File: src/rtl/adder_error_monitor.sv
// adder_error_monitor: drives every operand pair into a W-bit approximate adder and
// accumulates error count, worst-case error and saturating summed error of its sum.
`default_nettype none

module adder_error_monitor #(
  parameter int W     = 2,
  parameter int ACC_W = 16
) (
  input  logic             clk,
  input  logic             rst,
  input  logic             start,
  output logic [W-1:0]     op_a,
  output logic [W-1:0]     op_b,
  input  logic [W:0]       dut_sum,
  output logic             busy,
  output logic             done,
  output logic [ACC_W-1:0] err_count,
  output logic [W:0]       err_max,
  output logic [ACC_W-1:0] err_sum
);

  localparam logic [1:0] S_IDLE  = 2'd0;
  localparam logic [1:0] S_RUN   = 2'd1;
  localparam logic [1:0] S_DRAIN = 2'd2;
  localparam logic [1:0] S_DONE  = 2'd3;

  localparam logic [2*W-1:0] K_ONE   = (2*W)'(1);
  localparam logic [ACC_W-1:0] ACC_ONE = ACC_W'(1);

  logic [1:0]       state;
  logic [2*W-1:0]   k;
  logic             cap_valid;
  logic [W:0]       cap_dut;
  logic [W:0]       cap_exact;

  logic [W:0]       exact_sum;
  logic [W:0]       diff;
  logic [ACC_W:0]   sum_ext;
  logic             start_ok;

  // Operands come straight from the vector counter, so they are registered.
  assign op_a = k[2*W-1:W];
  assign op_b = k[W-1:0];

  assign busy = (state == S_RUN) || (state == S_DRAIN);
  assign done = (state == S_DONE);

  assign exact_sum = {1'b0, op_a} + {1'b0, op_b};
  assign diff      = (cap_dut >= cap_exact) ? (cap_dut - cap_exact) : (cap_exact - cap_dut);
  assign sum_ext   = {1'b0, err_sum} + {{(ACC_W-W){1'b0}}, diff};
  assign start_ok  = start && ((state == S_IDLE) || (state == S_DONE));

  always_ff @(posedge clk) begin
    if (rst) begin
      state     <= S_IDLE;
      k         <= '0;
      cap_valid <= 1'b0;
      cap_dut   <= '0;
      cap_exact <= '0;
      err_count <= '0;
      err_max   <= '0;
      err_sum   <= '0;
    end else begin
      // Accumulate stage; the clears of an accepted start below take precedence.
      if (cap_valid) begin
        if ((diff != '0) && !(&err_count)) begin
          err_count <= err_count + ACC_ONE;
        end
        if (diff > err_max) begin
          err_max <= diff;
        end
        err_sum <= sum_ext[ACC_W] ? {ACC_W{1'b1}} : sum_ext[ACC_W-1:0];
      end

      case (state)
        S_IDLE, S_DONE: begin
          if (start_ok) begin
            state     <= S_RUN;
            k         <= '0;
            cap_valid <= 1'b0;
            err_count <= '0;
            err_max   <= '0;
            err_sum   <= '0;
          end
        end
        S_RUN: begin
          cap_dut   <= dut_sum;
          cap_exact <= exact_sum;
          cap_valid <= 1'b1;
          k         <= k + K_ONE;
          if (&k) begin
            state <= S_DRAIN;
          end
        end
        S_DRAIN: begin
          cap_valid <= 1'b0;
          state     <= S_DONE;
        end
        default: begin
          state <= S_IDLE;
        end
      endcase
    end
  end

endmodule

`default_nettype wire

File: config.mk
export PLATFORM = sky130hd
export DESIGN_NAME = adder_error_monitor
export DESIGN_NICKNAME = d
export VERILOG_FILES = /design/src/rtl/adder_error_monitor.sv
export SDC_FILE = /design/constraint.sdc
export NUM_CORES = 1
export LEC_CHECK = 0
export ABC_AREA = 1
export CAP_MARGIN = 30
export CORE_UTILIZATION = 57
export DETAILED_ROUTE_END_ITERATION = 12
export GPL_TIMING_DRIVEN = 0
export PLACE_DENSITY = 0.85
export REMOVE_ABC_BUFFERS = 1
export SLEW_MARGIN = 20
export SYNTH_ARGS = -nofsm -noshare
export SYNTH_HDL_FRONTEND = slang
export SYNTH_SLANG_ARGS = --single-unit
File: constraint.sdc
create_clock -name clk -period 6.8 [get_ports clk]
set_clock_uncertainty 0.1 [all_clocks]
set_input_delay 1.36 -clock clk [delete_from_list [all_inputs] [get_ports clk]]
set_output_delay 1.36 -clock clk [all_outputs]
set_load 0.02 [all_outputs]
### Word-level counts from Yosys, hierarchy flattened

Cells that the tools add are included.

* logic and storage cells: 54
* register bits after elaboration: 48
* output and inout port bits: 41

* muxes and demuxes: 20
* magnitude comparators: 2
* add/sub/neg operators: 6
* reductions and logical operators: 13
* equal/unequal tests: 5

Operators by type and width (number)
* 2-to-1 mux 16 bit: 8
* adder 16 x 3 -> 17 bit: 1
* adder 16 x 1 -> 16 bit, second input constant: 1
* AND reduction 16 bit: 1
* 2-to-1 mux 3 bit: 5
* one-hot mux 4 bit (2 select lines): 1
* one-hot mux 2 bit (3 select lines): 1
* subtractor 3 bit: 2
* adder 4 x 1 -> 4 bit, second input constant: 1
* equality test 2 bit, second input constant: 2
* 2-to-1 mux 2 bit: 2
* 2-to-1 mux 4 bit: 1
* AND reduction 2 bit: 2
* AND reduction 4 bit: 1
* adder 2 x 2 -> 3 bit: 1
* >= comparator 3 bit: 1
* greater-than comparator 3 bit: 1
* one-hot mux 1 bit (3 select lines): 1
* nonzero test 3 bit: 1
* equality test 2 x 1 -> 1 bit, second input constant: 1
* logical AND 1 bit: 2
* logical NOT 2 bit: 1
* logical OR 1 bit: 2
* inequality test 2 x 1 -> 1 bit, second input constant: 1
* other kinds (5): 5

### Logic depth before layout (Yosys ltp)

* depth in word-level cells: 8
* gate-level depth with buffers: 20

### Worst setup path after synthesis

OpenSTA, ideal clock, no wires.

* path type: reg-to-reg
* start point: register cap_dut[0]
* end point: register err_sum[12]
* cell stages (with the launch flop): 18
* clock period less this slack: 2.611 ns
* slack: 4.189 ns
* data arrival time: 2.394 ns
* library setup time: 0.117 ns
* data required time: 6.583 ns
* path buffers: 0
* path through: dfxtp_1 -> inv_1 -> ha_1 -> inv_1 -> fa_1 -> inv_1 -> nand2_1 -> nand2_1 -> fa_1 -> inv_1 -> nand2_1 -> nand2_1 -> nand4_1 -> inv_1 -> nand3_1 -> nor2_1 -> and3_1 -> nor2_1

* longest elaborated chain between the ends: 7

Ends and longest elaborated chain
* from (decl): line 33 `logic [W:0] cap_dut;`
* from (signal assigned): line 87 `cap_dut <= dut_sum;`
* subtractor 3 bit or >= comparator 3 bit (tied branches): line 49 `assign diff = (cap_dut >= cap_exact) ? (cap_dut - cap_exact) : (cap_exact - cap_dut);`
* 2-to-1 mux 3 bit (*): line 49
* adder 16 x 3 -> 17 bit (*): line 50 `assign sum_ext = {1'b0, err_sum} + {{(ACC_W-W){1'b0}}, diff};`
* 2-to-1 mux 16 bit (*): line 72 `err_sum <= sum_ext[ACC_W] ? {ACC_W{1'b1}} : sum_ext[ACC_W-1:0];`
* 2-to-1 mux 16 bit (*): line 65 `if (cap_valid) begin`
* 2-to-1 mux 16 bit: line 77 `if (start_ok) begin`
* 2-to-1 mux 16 bit (*): line 75 `case (state)`
* to (signal assigned): line 72
* to (decl): line 19 `output logic [ACC_W-1:0] err_sum`

Every way passes the cells marked *; elsewhere a longest branch is shown, timed or not.
A chain may end at the register's enable or synchronous reset.

### Final worst setup path

* start point: register state[1]
* end point: output busy

* longest elaborated chain between the ends: 2

Ends and longest elaborated chain
* from (decl): line 30 `logic [1:0] state;`
* from (signal assigned): line 55 `state <= S_IDLE;`
* from (signal assigned): line 78 `state <= S_RUN;`
* from (signal assigned): line 92 `state <= S_DRAIN;`
* equality test 2 x 1 -> 1 bit or equality test 2 bit (tied branches): line 45 `assign busy = (state == S_RUN) || (state == S_DRAIN);`
* logical OR 1 bit (*): line 45
* to (decl): line 15 `output logic busy,`

Marks and branches as above.

==> results.yml <==
cts:
  clock_latency_ns: 0.31
  cts.sink_count: 48
  htreeDepth: 2
  postCtsSetupRepairBufs: 0
  cts_tree: "built"
  path_clk_slew_ns: 0.09
  clock_path_buffers: 2
  cts_buffers: 5
  cts_resized: 0
  holdBufCountCts: 0
  cts_root_buf: "clkbuf_8"
place:
  hpwl_um: 4630
  io_buffers: 46
  place_ws_ns: 3.42
  gp_congestion: 0.839
  dp_cells: 518
sta:
  worstMarginPinSlew_ns: 0.680
  relSlewSlack_pct: 54.6
  setup_slack_ns: 3.60
  fin_setup_tns_ns: 0
  finalMaxSlewViolations: 0
  rsz0062_at_grt: "false"
  maxClockFrequency_mhz: 312
  hold_viol: 0
  min_period_ns: 3.20
  post-route-period-util_pct: 47.1
  final-setup-viol-count: 0
route:
  num_vias: 2746
  dr.pass1.iters: 4
  drc: 0
  antenna_left: 0
  wl_per_cell_um: 12.0
  vias_per_cell: 5.22
  drtIter0Drc: 137
  wl_um: 6330
layout:
  drive_gt1_share_pct: 4.79
  layout.cells.most_common_list: "nand2_1 (98), inv_1 (63), nor2_1 (57), dfxtp_1 (48), clkdlybuf4s50_1 (46)"
  final_util_pct: 74.0
  final_common_cell: "nand2_1"
  area_growth_pct: 24.0
  final_cells: 526
  nNetsFinal: 485
  n_antenna_cell: 0
  nFillCells: 389
critical_path:
  startpoint_type: "flop"
  critical_path_arrival_ns: 1.74
  crit_required_ns: 5.34
  cp-end-kind: "output port"
  path_max_fanout: 4
  path_class: "reg -> out"
global_route:
  grt_max_degree: 21
  antenna_found_initial: 0
  grt_pass1_wl_um: 10500
  grt_usage_pct: 25.4
  grt_pass1_vias: 2487
  grt_overflow: 0
synth:
  seq_area_frac_synth_pct: 34.1
  ys_seq_elements: 48
  yosys_warnings: 0
  synth_area_um2: 2820
  ys_types: 29
  postSynthAreaPerCell_um2: 6.82
  syn_inst: 413
power_and_ir_drop:
  power_leakage_nw: 1.43
  powerDensity_nw_per_um2: 359
  p_total_mw: 1.26
  irDropWorstVdd_mv: 0.269
floorplan:
  die_height_um: 72.3
  ioPinCount: 47
  die-area_um2: 5230
  die_w_um: 72.3
  placementRows: 25
  coreArea_um2: 4720
  start_util_pct: 59.6
worst_hold_path:
  hold_class: "reg -> reg"
run:
  drv_cap: 0
status:
  status: "finished clean"
-- final timing paths --
path	startpoint	endpoint	slack, ns	depth (start not counted)
max	state[1]$_SDFFE_PP0P_	busy	3.60	4
min	err_max[0]$_SDFF_PP0_	err_max[0]$_SDFF_PP0_	0.37	2
max reg2reg	cap_dut[0]$_SDFFE_PP0P_	err_sum[9]$_SDFF_PP0_	3.72	17
min reg2reg	err_max[0]$_SDFF_PP0_	err_max[0]$_SDFF_PP0_	0.37	2
-- cells in the mapped netlist (all sizes together) --
cell	instances	area, um2
nor2	62	248
xor2	6	52.6
xnor2	4	35.0
a21oi	26	130
inv	65	244
dfxtp	48	961
nor3	7	45.0
a31oi	3	18.8
nand3b	1	7.51
fa	4	80.1
o21ai	10	50.1
nand3	26	135
nand4	12	75.1
ha	17	213
a211oi	8	60.1
buf	3	21.3
o21bai	1	7.51
a311oi	2	17.5
clkbuf	6	22.5
and3	1	6.26
or2	1	6.26
nand2	100	380
-- final cells by class --
class                           count  area (um2)  share of cell area (%)
Timing Repair Buffer               47         475                    13.6
Clock buffer                        5        68.8                    1.97
Inverter                           65         244                    6.98
Tap cell                           67        83.8                    2.40
Multi-Input combinational cell    291        1570                    44.9
Sequential cell                    48         961                    27.5
Clock inverter                      3        90.1                    2.58
-- metrics by stage --
step,instance area [um2],hold WS (ns)
floorplan,2770,0.339
global placement,3320,0.356
detailed placement,3330,0.364
CTS,3490,0.378
global route,3490,0.391
finish,3490,0.369
-- routing by layer --
| layer | vias to the layer above | share of wire [%] | track usage [%] |
|---|---|---|---|
| met1 | 1253 | 44 | 31.7 |
| met5 | - | 0 | 0 |
| met4 | 0 | 1.7 | 10.7 |
| met3 | 11 | 4.4 | 5.69 |
| met2 | 76 | 49 | 42.4 |
| li1 | 1406 | - | - |
-- critical path, stage by stage (launching register included) --
cell             delay, ns
dfxtp_1               0.36
inv_1                 0.07
ha_1                  0.29
inv_1                 0.11
clkdlybuf4s50_1       0.61
-- cells by family after synthesis --
family          Yosys count  share of synthesized area [%]
compound gates           50                           10.1
xor+xnor                 10                           3.11
fa+ha+maj                21                           10.4
buf+inv                  74                           10.2
flops                    48                           34.1
simple gates            210                           32.1
-- state kept, by name, summed over array words and instances (netlist names) --
name	count
err_count	16
err_sum	16
k	4
cap_dut	3
cap_exact	3
err_max	3
state	2
cap_valid	1
-- power by group --
group / leakage, nW / switching (mW) / internal [mW]
sequential: 0.389 / 0.0405 / 0.316
clock: 0.0784 / 0.0992 / 0.184
combinational: 0.964 / 0.401 / 0.215
No activity file was read; power rests on OpenSTA's default activity.
